[config.mk]
export PLATFORM = sky130hd
export DESIGN_NAME = lcd_bus_scheduler
export DESIGN_NICKNAME = d
export VERILOG_FILES = /design/src/rtl/lcd_bus_scheduler.sv
export SDC_FILE = /design/constraint.sdc
export NUM_CORES = 1
export LEC_CHECK = 0
export CAP_MARGIN = 20
export CORE_MARGIN = 2
export CORE_UTILIZATION = 58
export CTS_CLUSTER_DIAMETER = 200
export DETAILED_ROUTE_END_ITERATION = 8
export PLACE_DENSITY = 0.85
export REMOVE_ABC_BUFFERS = 1
export SYNTH_ARGS = -nofsm -noshare
export SYNTH_HDL_FRONTEND = slang
export SYNTH_SLANG_ARGS = --single-unit
[constraint.sdc]
create_clock -name clk -period 3.4 [get_ports clk]
set_input_delay 0.51 -clock clk [delete_from_list [all_inputs] [get_ports clk]]
set_output_delay 0.51 -clock clk [all_outputs]
set_load 0.05 [all_outputs]
[src/rtl/lcd_bus_scheduler.sv]
// HD44780 8-bit character LCD sequencer: runs the power-up init table, then shares the bus between
// requesters A and B with round-robin arbitration. Optional macro LCD_AUTO_NEWLINE_EN adds cursor tracking.
module lcd_bus_scheduler #(
   parameter int T_PWRUP_CYC = 1000000,
   parameter int T_SETUP_CYC = 4,
   parameter int T_EN_CYC    = 25,
   parameter int T_CMD_CYC   = 2500,
   parameter int T_CLR_CYC   = 100000
) (
   input  logic       clk,
   input  logic       rst,
   input  logic       a_valid,
   input  logic       a_rs,
   input  logic [7:0] a_data,
   output logic       a_ready,
   input  logic       b_valid,
   input  logic       b_rs,
   input  logic [7:0] b_data,
   output logic       b_ready,
   output logic [7:0] lcd_data,
   output logic       lcd_rs,
   output logic       lcd_en,
   output logic       init_done,
   output logic       busy
);

   localparam int M1      = (T_PWRUP_CYC > T_CLR_CYC) ? T_PWRUP_CYC : T_CLR_CYC;
   localparam int M2      = (M1 > T_CMD_CYC) ? M1 : T_CMD_CYC;
   localparam int M3      = (M2 > T_EN_CYC) ? M2 : T_EN_CYC;
   localparam int CNT_MAX = (M3 > T_SETUP_CYC) ? M3 : T_SETUP_CYC;
   localparam int CW      = $clog2(CNT_MAX + 1);

   localparam logic [CW-1:0] LD_PWRUP = CW'(T_PWRUP_CYC - 1);
   localparam logic [CW-1:0] LD_SETUP = CW'(T_SETUP_CYC - 1);
   localparam logic [CW-1:0] LD_EN    = CW'(T_EN_CYC - 1);
   localparam logic [CW-1:0] LD_CMD   = CW'(T_CMD_CYC - 1);
   localparam logic [CW-1:0] LD_CLR   = CW'(T_CLR_CYC - 1);

   typedef enum logic [2:0] {PWRUP, SETUP, EN_HI, DELAY, IDLE} state_t;

   state_t        state;
   logic [CW-1:0] cnt;
   logic [2:0]    init_idx;
   logic          prefer_b;

   logic          can_accept;
   logic          grant_a;
   logic          grant_b;
   logic          take;
   logic          take_rs;
   logic [7:0]    take_data;
   logic          long_delay;
   logic          insert_nl;
   logic [7:0]    nl_cmd;

   function automatic logic [7:0] init_byte(input logic [2:0] idx);
      logic [7:0] b;
      case (idx)
         3'd0, 3'd1, 3'd2: b = 8'h38;
         3'd3:             b = 8'h0C;
         3'd4:             b = 8'h01;
         default:          b = 8'h06;
      endcase
      return b;
   endfunction

   // Handshake: a byte moves when valid & ready are both high at a rising clk edge. ready is a
   // combinational grant, only ever high in IDLE after init; a requester holds valid/rs/data until taken.
   assign can_accept = (state == IDLE) && init_done;
   assign grant_a    = can_accept && a_valid && (!b_valid || !prefer_b);
   assign grant_b    = can_accept && b_valid && (!a_valid || prefer_b);
   assign a_ready    = grant_a;
   assign b_ready    = grant_b;
   assign take       = grant_a || grant_b;
   assign take_rs    = grant_a ? a_rs : b_rs;
   assign take_data  = grant_a ? a_data : b_data;
   assign busy       = (state != IDLE);

   // The first three init words need the long wait regardless of their value.
   assign long_delay = (!init_done && (init_idx < 3'd3)) ||
                       (!lcd_rs && ((lcd_data == 8'h01) || (lcd_data == 8'h02) || (lcd_data == 8'h03)));

`ifdef LCD_AUTO_NEWLINE_EN
   logic       line;
   logic [3:0] col;
   logic       nl_pend;

   assign insert_nl = (state == DELAY) && (cnt == '0) && init_done && nl_pend;
   assign nl_cmd    = line ? 8'h80 : 8'hC0;

   always_ff @(posedge clk) begin
      if (rst) begin
         line    <= 1'b0;
         col     <= 4'd0;
         nl_pend <= 1'b0;
      end else if ((state == DELAY) && (cnt == '0) && !init_done && (init_idx == 3'd3)) begin
         line <= 1'b0;
         col  <= 4'd0;
      end else if (insert_nl) begin
         line    <= ~line;
         nl_pend <= 1'b0;
      end else if (take) begin
         if (take_rs) begin
            col <= col + 4'd1;
            if (col == 4'hF) nl_pend <= 1'b1;
         end else if (take_data[7]) begin
            line <= take_data[6];
            col  <= take_data[3:0];
         end else if ((take_data == 8'h01) || (take_data == 8'h02) || (take_data == 8'h03)) begin
            line <= 1'b0;
            col  <= 4'd0;
         end
      end
   end
`else
   assign insert_nl = 1'b0;
   assign nl_cmd    = 8'hC0;
`endif

   always_ff @(posedge clk) begin
      if (rst) begin
         state     <= PWRUP;
         cnt       <= LD_PWRUP;
         init_idx  <= 3'd0;
         init_done <= 1'b0;
         prefer_b  <= 1'b0;
         lcd_data  <= 8'h00;
         lcd_rs    <= 1'b0;
         lcd_en    <= 1'b0;
      end else begin
         case (state)
            PWRUP: begin
               if (cnt == '0) begin
                  init_idx <= 3'd0;
                  lcd_data <= init_byte(3'd0);
                  lcd_rs   <= 1'b0;
                  state    <= SETUP;
                  cnt      <= LD_SETUP;
               end else begin
                  cnt <= cnt - CW'(1);
               end
            end
            SETUP: begin
               if (cnt == '0) begin
                  lcd_en <= 1'b1;
                  state  <= EN_HI;
                  cnt    <= LD_EN;
               end else begin
                  cnt <= cnt - CW'(1);
               end
            end
            EN_HI: begin
               if (cnt == '0) begin
                  lcd_en <= 1'b0;
                  state  <= DELAY;
                  cnt    <= long_delay ? LD_CLR : LD_CMD;
               end else begin
                  cnt <= cnt - CW'(1);
               end
            end
            DELAY: begin
               if (cnt != '0) begin
                  cnt <= cnt - CW'(1);
               end else if (!init_done) begin
                  if (init_idx == 3'd5) begin
                     init_done <= 1'b1;
                     state     <= IDLE;
                  end else begin
                     init_idx <= init_idx + 3'd1;
                     lcd_data <= init_byte(init_idx + 3'd1);
                     state    <= SETUP;
                     cnt      <= LD_SETUP;
                  end
               end else if (insert_nl) begin
                  lcd_data <= nl_cmd;
                  lcd_rs   <= 1'b0;
                  state    <= SETUP;
                  cnt      <= LD_SETUP;
               end else begin
                  state <= IDLE;
               end
            end
            IDLE: begin
               if (take) begin
                  lcd_data <= take_data;
                  lcd_rs   <= take_rs;
                  prefer_b <= grant_a;
                  state    <= SETUP;
                  cnt      <= LD_SETUP;
               end
            end
            default: begin
               state <= PWRUP;
               cnt   <= LD_PWRUP;
            end
         endcase
      end
   end

endmodule

==> results.rst, run 1 <==
.. list-table::
   :header-rows: 1

   * - Metric
     - Value
   * - Result of the run
     - finished clean
   * - Number of hold violations in the final report
     - 0
   * - Dominant register cell in the synthesized netlist
     - sky130_fd_sc_hd__dfxtp_1
   * - Wire length on met2
     - 3000 µm
   * - Worst Setup SP
     - state[2]$_SDFFE_PP0P_
   * - Proportion of synthesized chip area in sequential cells
     - 32.0%
   * - Most numerous cell in the Yosys netlist
     - sky130_fd_sc_hd__dfxtp_1
   * - Via-per-instance ratio
     - 6.32
   * - Endpoint type of the worst setup path
     - primary output
   * - Met1 WL
     - 2690 µm
   * - Slew @ Worst Pin
     - 0.745 ns
   * - Maximum Capacitance Violations
     - 0
   * - Total routing resource utilization after global routing
     - 29.3%
   * - Capture instance of the worst register-to-register path
     - cnt[2]$_SDFFE_PP1P_
   * - Total number of vias
     - 2426
   * - Yosys warns
     - 0
   * - Worst Skew
     - 0.00916 ns
   * - Number of antenna violations at the first check in global routing
     - 0
   * - Share of the clock period used by the worst path
     - 86.3%
   * - TritonCTS clock tree
     - built
   * - Max frequency
     - 341 MHz
   * - Floorplan core area
     - 3970 µm²
   * - Final hold slack
     - 0.486 ns
   * - Number of nets in the layout
     - 362
   * - Number of gates resized after cts
     - 0
   * - Overall die area
     - 4630 µm²
   * - Data arrival time at the worst-slack endpoint
     - 2.43 ns
   * - Top sig layer
     - met4
   * - Root Buffer Master
     - sky130_fd_sc_hd__clkbuf_8
   * - Endpoints failing setup
     - 0
   * - Vertical die dimension
     - 68.1 µm
   * - Number of cells produced by synthesis
     - 302
   * - Clock input transition at the sequential cells of the worst setup and hold paths
     - 0.08 ns
   * - Detailed-route wire length
     - 6220 µm
   * - Max Root-Sink Buffers
     - 2
   * - Area delta synth->final
     - 20.3%
   * - Maximum fanout count along the critical path
     - 15
   * - Pwr Density
     - 293 nW/µm²
   * - Half-perimeter wire length after detailed placement
     - 4500 µm
   * - Number of ports placed on the die boundary
     - 36
   * - Share of final-layout standard cells stronger than drive strength 1
     - 9.58%
   * - Count of different cell masters after synthesis
     - 56
   * - Cell types with the highest counts after synthesis
     - sky130_fd_sc_hd__dfxtp_1, sky130_fd_sc_hd__a21oi_1, sky130_fd_sc_hd__o21ai_0
   * - Number of placement rows
     - 23
   * - Routed length per instance
     - 16.2 µm
   * - Instance count along the most critical hold path
     - 2
   * - RSZ-0062 raised after global routing
     - false
   * - Sink of the worst hold path
     - cnt[6]$_SDFFE_PP0P_
   * - Wire length of the first global-routing pass
     - 10100 µm
   * - Iteration-0 DRC count of the detailed router
     - 156
   * - Cell accounting for the most synthesized area
     - sky130_fd_sc_hd__dfxtp_1
   * - Min-Delay Startpoint
     - cnt[6]$_SDFFE_PP0P_
   * - FF-to-FF path depth
     - 5
   * - Critical path startpoint category
     - flop
   * - H-tree level count
     - 2
   * - Clk Latency, worst-skew pair
     - 0.30 ns
   * - Share of the synthesized area in the top cell type
     - 32.0%
   * - Clk sink count
     - 38
   * - DR pass1 iterations
     - 5
   * - Most area-consuming cells after synthesis
     - sky130_fd_sc_hd__dfxtp_1, sky130_fd_sc_hd__a21oi_1, sky130_fd_sc_hd__o21ai_0
   * - Number of hold buffers added after cts
     - 0
   * - Horiz. Die Dim
     - 68.1 µm
   * - IO Port Bufs
     - 35
   * - Met3 wire length
     - 367 µm
   * - Number of enable-type register cells in the synthesized netlist
     - 0
   * - Final Util
     - 72.1%
   * - Setup WS post-layout
     - 0.465 ns
   * - Placer's final routability congestion estimate
     - 0.886
   * - Buffer count from post-CTS setup fixing
     - 0
   * - Largest net degree at the start of global routing
     - 25
   * - Static power due to leakage
     - 1.01 nW
   * - Kind of path behind the tightest hold check
     - reg -> reg
   * - Worst Setup Path Type
     - reg -> out
   * - Worst reg2reg startpoint
     - cnt[12]$_SDFFE_PP0P_
   * - Async SR Flop Fraction
     - 0%
   * - Number of nets with antenna violations after routing
     - 0
   * - Diodes inserted
     - 0
   * - Summed instance area of the synthesized netlist
     - 2380 µm²
   * - Final max-slew violation count
     - 0
   * - Pre-CTS setup slack
     - 0.764 ns
   * - Worst ir drop on vdd
     - 0.162 mV
   * - TNS Setup
     - 0 ns
   * - Avg Synthesized Cell Area
     - 7.88 µm²
   * - Filler Cell Count
     - 307
   * - Total CTS buffers
     - 5
   * - Starting density of the core
     - 59.9%
   * - Worst path required time
     - 2.89 ns
   * - Register-to-register path setup slack
     - 0.86 ns
   * - Shortest period the worst path allows
     - 2.94 ns
   * - Count of state elements after synthesis
     - 38
   * - Number of global-route vias before repair
     - 2226
   * - Total congestion overflow
     - 0
   * - Post-route DRC
     - 0
   * - Worst relative slew slack
     - 50.0%
## final cells by class
type                            count  area, µm²  area share (%)
Clock buffer                        6       82.6            2.88
Clock inverter                      2       12.5           0.437
Inverter                           12       45.0            1.57
Multi-Input combinational cell    234       1500            52.4
Sequential cell                    38        761            26.6
Tap cell                           50       62.6            2.19
Timing Repair Buffer               42        400            14.0
## cells in the final DEF, fill, tap and decap left out, drive strengths merged, types with 5 or more instances in the layout
cell            n
dfxtp          38
clkdlybuf4s50  34
a21oi          27
o21ai          26
nor2           20
nand2          19
nor3           18
inv            11
nand3          10
a211oi          9
or3             9
mux2            8
buf             8
ha              7
a31oi           6
clkbuf          6
mux2i           5
## routing by layer
metal	vias to the layer above	GRT usage [%]
met5	-	0
met4	0	15.0
met3	18	6.41
met2	89	50.0
met1	1120	34.3
li1	1199	-
## cell families after synthesis
logic type | share of synthesized area, %
buffers and inverters | 5.05
XOR/XNOR | 0.736
adder cells (fa/ha/maj) | 3.68
AND/OR/NAND/NOR | 25.3
AO/OA/AOI/OAI | 27.4
flip-flops | 32.0
multiplexers | 5.89
## how the worst max path moves through the flow
stage | cells after the start | end
3_3_place_gp | 5 | a_ready
2_1_floorplan | 3 | b_ready
4_1_cts | 3 | a_ready
5_1_grt | 3 | a_ready
6_report | 3 | a_ready
3_5_place_dp | 5 | a_ready
## per-stage QoR
step,std cells,total power (W),cell area (µm²)
3_5_place_dp,376,0.000515,2770
4_1_cts,384,0.000844,2860
2_1_floorplan,284,0.000479,2300
5_1_grt,384,0.000865,2860
3_3_place_gp,376,0.000514,2770
6_report,384,0.000840,2860
## sequential cells by signal, indices dropped and copies added, names as in the netlist
signal     flops
init_done      1
prefer_b       1
lcd_en         1
state          3
cnt           20
lcd_rs         1
init_idx       3
lcd_data       8
## report_power, final
| part | switching [W] | internal, W | leakage [nW] | total (W) |
|---|---|---|---|---|
| Clock | 0.000172 | 0.000163 | 0.0472 | 0.000335 |
| Combinational | 0.0000216 | 0.0000317 | 0.659 | 0.0000533 |
| Sequential | 0.00000401 | 0.000448 | 0.307 | 0.000452 |
## critical path, cell delays in order (launching register included)
cell	delay (ns)
sky130_fd_sc_hd__dfxtp_1	0.62
sky130_fd_sc_hd__nor3b_1	0.50
sky130_fd_sc_hd__and2_1	0.21
sky130_fd_sc_hd__clkdlybuf4s50_1	0.80
Note: power is estimated with default switching activity, not from simulation.
==> inputs of run 2 (changes only) <==
--- a/config.mk
+++ b/config.mk
@@ -10,6 +10,7 @@
 export CORE_UTILIZATION = 58
 export CTS_CLUSTER_DIAMETER = 200
 export DETAILED_ROUTE_END_ITERATION = 8
+export HOLD_SLACK_MARGIN = 0.03
 export PLACE_DENSITY = 0.85
 export REMOVE_ABC_BUFFERS = 1
 export SYNTH_ARGS = -nofsm -noshare
==> results of run 2 <==
The final DEF is identical to that of run 1; final timing and power are the same.
==> inputs of run 3 (changes only) <==
--- a/config.mk
+++ b/config.mk
@@ -6,6 +6,7 @@
 export NUM_CORES = 1
 export LEC_CHECK = 0
 export CAP_MARGIN = 20
+export CORE_ASPECT_RATIO = 1.75
 export CORE_MARGIN = 2
 export CORE_UTILIZATION = 58
 export CTS_CLUSTER_DIAMETER = 200
@@ -13,6 +14,7 @@
 export HOLD_SLACK_MARGIN = 0.03
 export PLACE_DENSITY = 0.85
 export REMOVE_ABC_BUFFERS = 1
+export SKIP_CTS_REPAIR_TIMING = 1
 export SYNTH_ARGS = -nofsm -noshare
 export SYNTH_HDL_FRONTEND = slang
 export SYNTH_SLANG_ARGS = --single-unit
==> constraint.sdc (replaced) <==
create_clock -name clk -period 3.4 [get_ports clk]
set_input_delay 0.51 -clock clk [delete_from_list [all_inputs] [get_ports clk]]
set_output_delay 0.51 -clock clk [all_outputs]
set_load 0.1 [all_outputs]
==> run 3 against run 2 <==
  * Sequential power barely moved
  * Final cell count is 1.0% lower
  * Die area increased by 0.43%
  * Worst setup slack better by 0.44 ns
  * Cell area rose by 0.17%
  * Largest cell class unchanged
==> results.rst, run 3 (synthesis gave the netlist of run 1 again) <==
.. list-table::
   :header-rows: 1

   * - Metric
     - Value
   * - Result of the run
     - finished clean
   * - Routed length per instance
     - 17.9 µm (+10%)
   * - Starting density of the core
     - 61.0% (+1.0 points)
   * - Placer's final routability congestion estimate
     - 0.870 (-1.8%)
   * - Share of the clock period used by the worst path
     - 73.5% (-13 points)
   * - Horiz. Die Dim
     - 52.4 µm (-23%)
   * - Number of nets in the layout
     - 362 (unchanged)
   * - Endpoints failing setup
     - 0 (unchanged)
   * - Number of global-route vias before repair
     - 2484 (+12%)
   * - Area delta synth->final
     - 20.5%
   * - Overall Power
     - 0.000824 W (-1.8%)
   * - Total number of vias
     - 2516 (+3.7%)
   * - Iteration-0 DRC count of the detailed router
     - 96 (-38%)
   * - Total congestion overflow
     - 0 (unchanged)
   * - DR pass1 iterations
     - 4 (-1)
   * - Maximum Capacitance Violations
     - 0 (unchanged)
   * - Slew @ Worst Pin
     - 0.984 ns (+0.240 ns)
   * - Number of antenna violations at the first check in global routing
     - 0 (unchanged)
   * - Number of ports placed on the die boundary
     - 36 (unchanged)
   * - Flip-flop count of the largest register after layout
     - 20 (unchanged)
   * - Overall die area
     - 4650 µm² (+0.43%)
   * - Worst ir drop on vdd
     - 0.257 mV (+59%)
   * - Clock input transition at the sequential cells of the worst setup and hold paths
     - 0.07 ns (about the same)
   * - WP buf/inv
     - 1 (unchanged)
   * - Half-perimeter wire length after detailed placement
     - 4930 µm (+9.6%)
   * - Top library cells by usage in the layout, fill and taps aside
     - sky130_fd_sc_hd__dfxtp_1, sky130_fd_sc_hd__clkdlybuf4s50_1, sky130_fd_sc_hd__a21oi_1
   * - Post-layout instance count excluding filler cells
     - 380 (-1.0%)
   * - Root Buffer Master
     - sky130_fd_sc_hd__clkbuf_8
   * - IO Port Bufs
     - 35 (unchanged)
   * - Total routing resource utilization after global routing
     - 31.4% (+2.1 points)
   * - TNS Setup
     - 0 ns (unchanged)
   * - Kind of path behind the tightest hold check
     - reg -> reg
   * - Longest individual stage delay on the worst path
     - 1.21 ns (+0.41 ns)
   * - H-tree level count
     - 2 (unchanged)
   * - Shortest period the worst path allows
     - 2.50 ns (-0.437 ns)
   * - Diodes inserted
     - 0 (unchanged)
   * - Clk Latency, worst-skew pair
     - 0.30 ns (about the same)
   * - Total CTS buffers
     - 5 (unchanged)
   * - Wire length of the first global-routing pass
     - 11000 µm (+8.4%)
   * - Worst path required time
     - 2.89 ns (about the same)
   * - Worst relative slew slack
     - 34.2% (-16 points)
   * - Data arrival time at the worst-slack endpoint
     - 1.99 ns (-0.44 ns)
   * - Max frequency
     - 400 MHz (+18%)
   * - Worst Skew
     - 0.00876 ns (-0.000394 ns)
   * - Cell Chain, Critical Path
     - clkdlybuf4s50_1
   * - Top Registers
     - cnt x20, lcd_data x8
   * - Family of cells with the greatest summed delay on the critical path
     - buffers and inverters
   * - Pwr Density
     - 287 nW/µm² (-2.0%)
   * - DP Cell Count
     - 374 (-0.53%)
   * - Leading cell type in the layout, fill and taps excluded
     - sky130_fd_sc_hd__dfxtp_1
   * - Via-per-instance ratio
     - 6.62 (+4.8%)
   * - Number of placement rows
     - 30 (+30%)
   * - Static power due to leakage
     - 1.01 nW (+0.17%)
   * - Final max-slew violation count
     - 0 (unchanged)
   * - RSZ-0062 raised after global routing
     - false
   * - Slowest cell on crit path
     - sky130_fd_sc_hd__clkdlybuf4s50_1
   * - Largest net degree at the start of global routing
     - 25 (unchanged)
   * - Detailed-route wire length
     - 6790 µm (+9.1%)
   * - Worst Setup Path Type
     - reg -> out
   * - Max Root-Sink Buffers
     - 2 (unchanged)
   * - Number of nets with antenna violations after routing
     - 0 (unchanged)
   * - Maximum fanout count along the critical path
     - 8 (-7)
   * - Number of hold violations in the final report
     - 0 (unchanged)
   * - Vertical die dimension
     - 88.7 µm (+30%)
   * - Clk sink count
     - 38 (unchanged)
   * - TritonCTS clock tree
     - built
   * - Largest register by flop count
     - cnt
   * - Post-route DRC
     - 0 (unchanged)
   * - Critical path startpoint category
     - flop
   * - Floorplan core area
     - 3900 µm² (-1.7%)
   * - Endpoint type of the worst setup path
     - primary output
   * - Share of final-layout standard cells stronger than drive strength 1
     - 9.64% (+0.058 points)
-- run 3: cell types whose count changed in the layout (fill, tap and decap cells not counted), sizes merged --
cell	delta
buf	+2
clkinv	-1
clkdlybuf4s50	-2
clkinvlp	-1
-- run 3: layout make-up --
class,count,area (µm²)
tap,48,60.1
fill,327,1040
sequential,38,761
inverter,12,45.0
multi-input combinational,234,1500
timing repair buffer,42,420
clock buffer,6,82.6
-- run 3: per-layer routing --
layer | GRT usage, % | vias to the layer above | share of wire (%)
met1 | 30.9 | 1169 | 35
met3 | 5.41 | 26 | 5.1
met4 | 23.3 | 0 | 5.1
li1 | - | 1200 | -
met2 | 56.5 | 121 | 54
met5 | 0 | - | 0
-- run 3: worst paths after layout --
| check | cells after the start | slack, ns | endpoint | from |
|---|---|---|---|---|
| worst max register to register | 7 | 0.92 | cnt[5]$_SDFFE_PP1P_ | cnt[12]$_SDFFE_PP0P_ |
| worst max-delay path | 1 | 0.90 | init_done | init_done$_SDFFE_PP0P_ |
| worst min register to register | 2 | 0.48 | cnt[6]$_SDFFE_PP0P_ | cnt[6]$_SDFFE_PP0P_ |
| worst min-delay path | 2 | 0.48 | cnt[6]$_SDFFE_PP0P_ | cnt[6]$_SDFFE_PP0P_ |
-- run 3: power breakdown --
group,total (W),internal (W),switching (W),leakage [nW]
Combinational,0.0000543,0.0000319,0.0000224,0.665
Sequential,0.000451,0.000448,0.00000366,0.307
Clock,0.000319,0.000157,0.000162,0.0431
-- run 3: worst min-delay path, delay by kind of cell, from the launching register on --
family,cells,cell delay (ns)
compound gates,1,0.05
flops,1,0.33
simple gates,1,0.06
-- run 3: per-stage QoR --
step	area (µm²)	setup slack, ns	hold WS [ns]	utilization [%]
floorplan	2300	0.150	0.436	-
detailed placement	2790	1.00	0.469	71.3
CTS	2870	0.905	0.480	73.5
finish	2870	0.902	0.485	73.5
global route	2870	0.734	0.508	73.5
global placement	2790	1.04	0.456	71.3
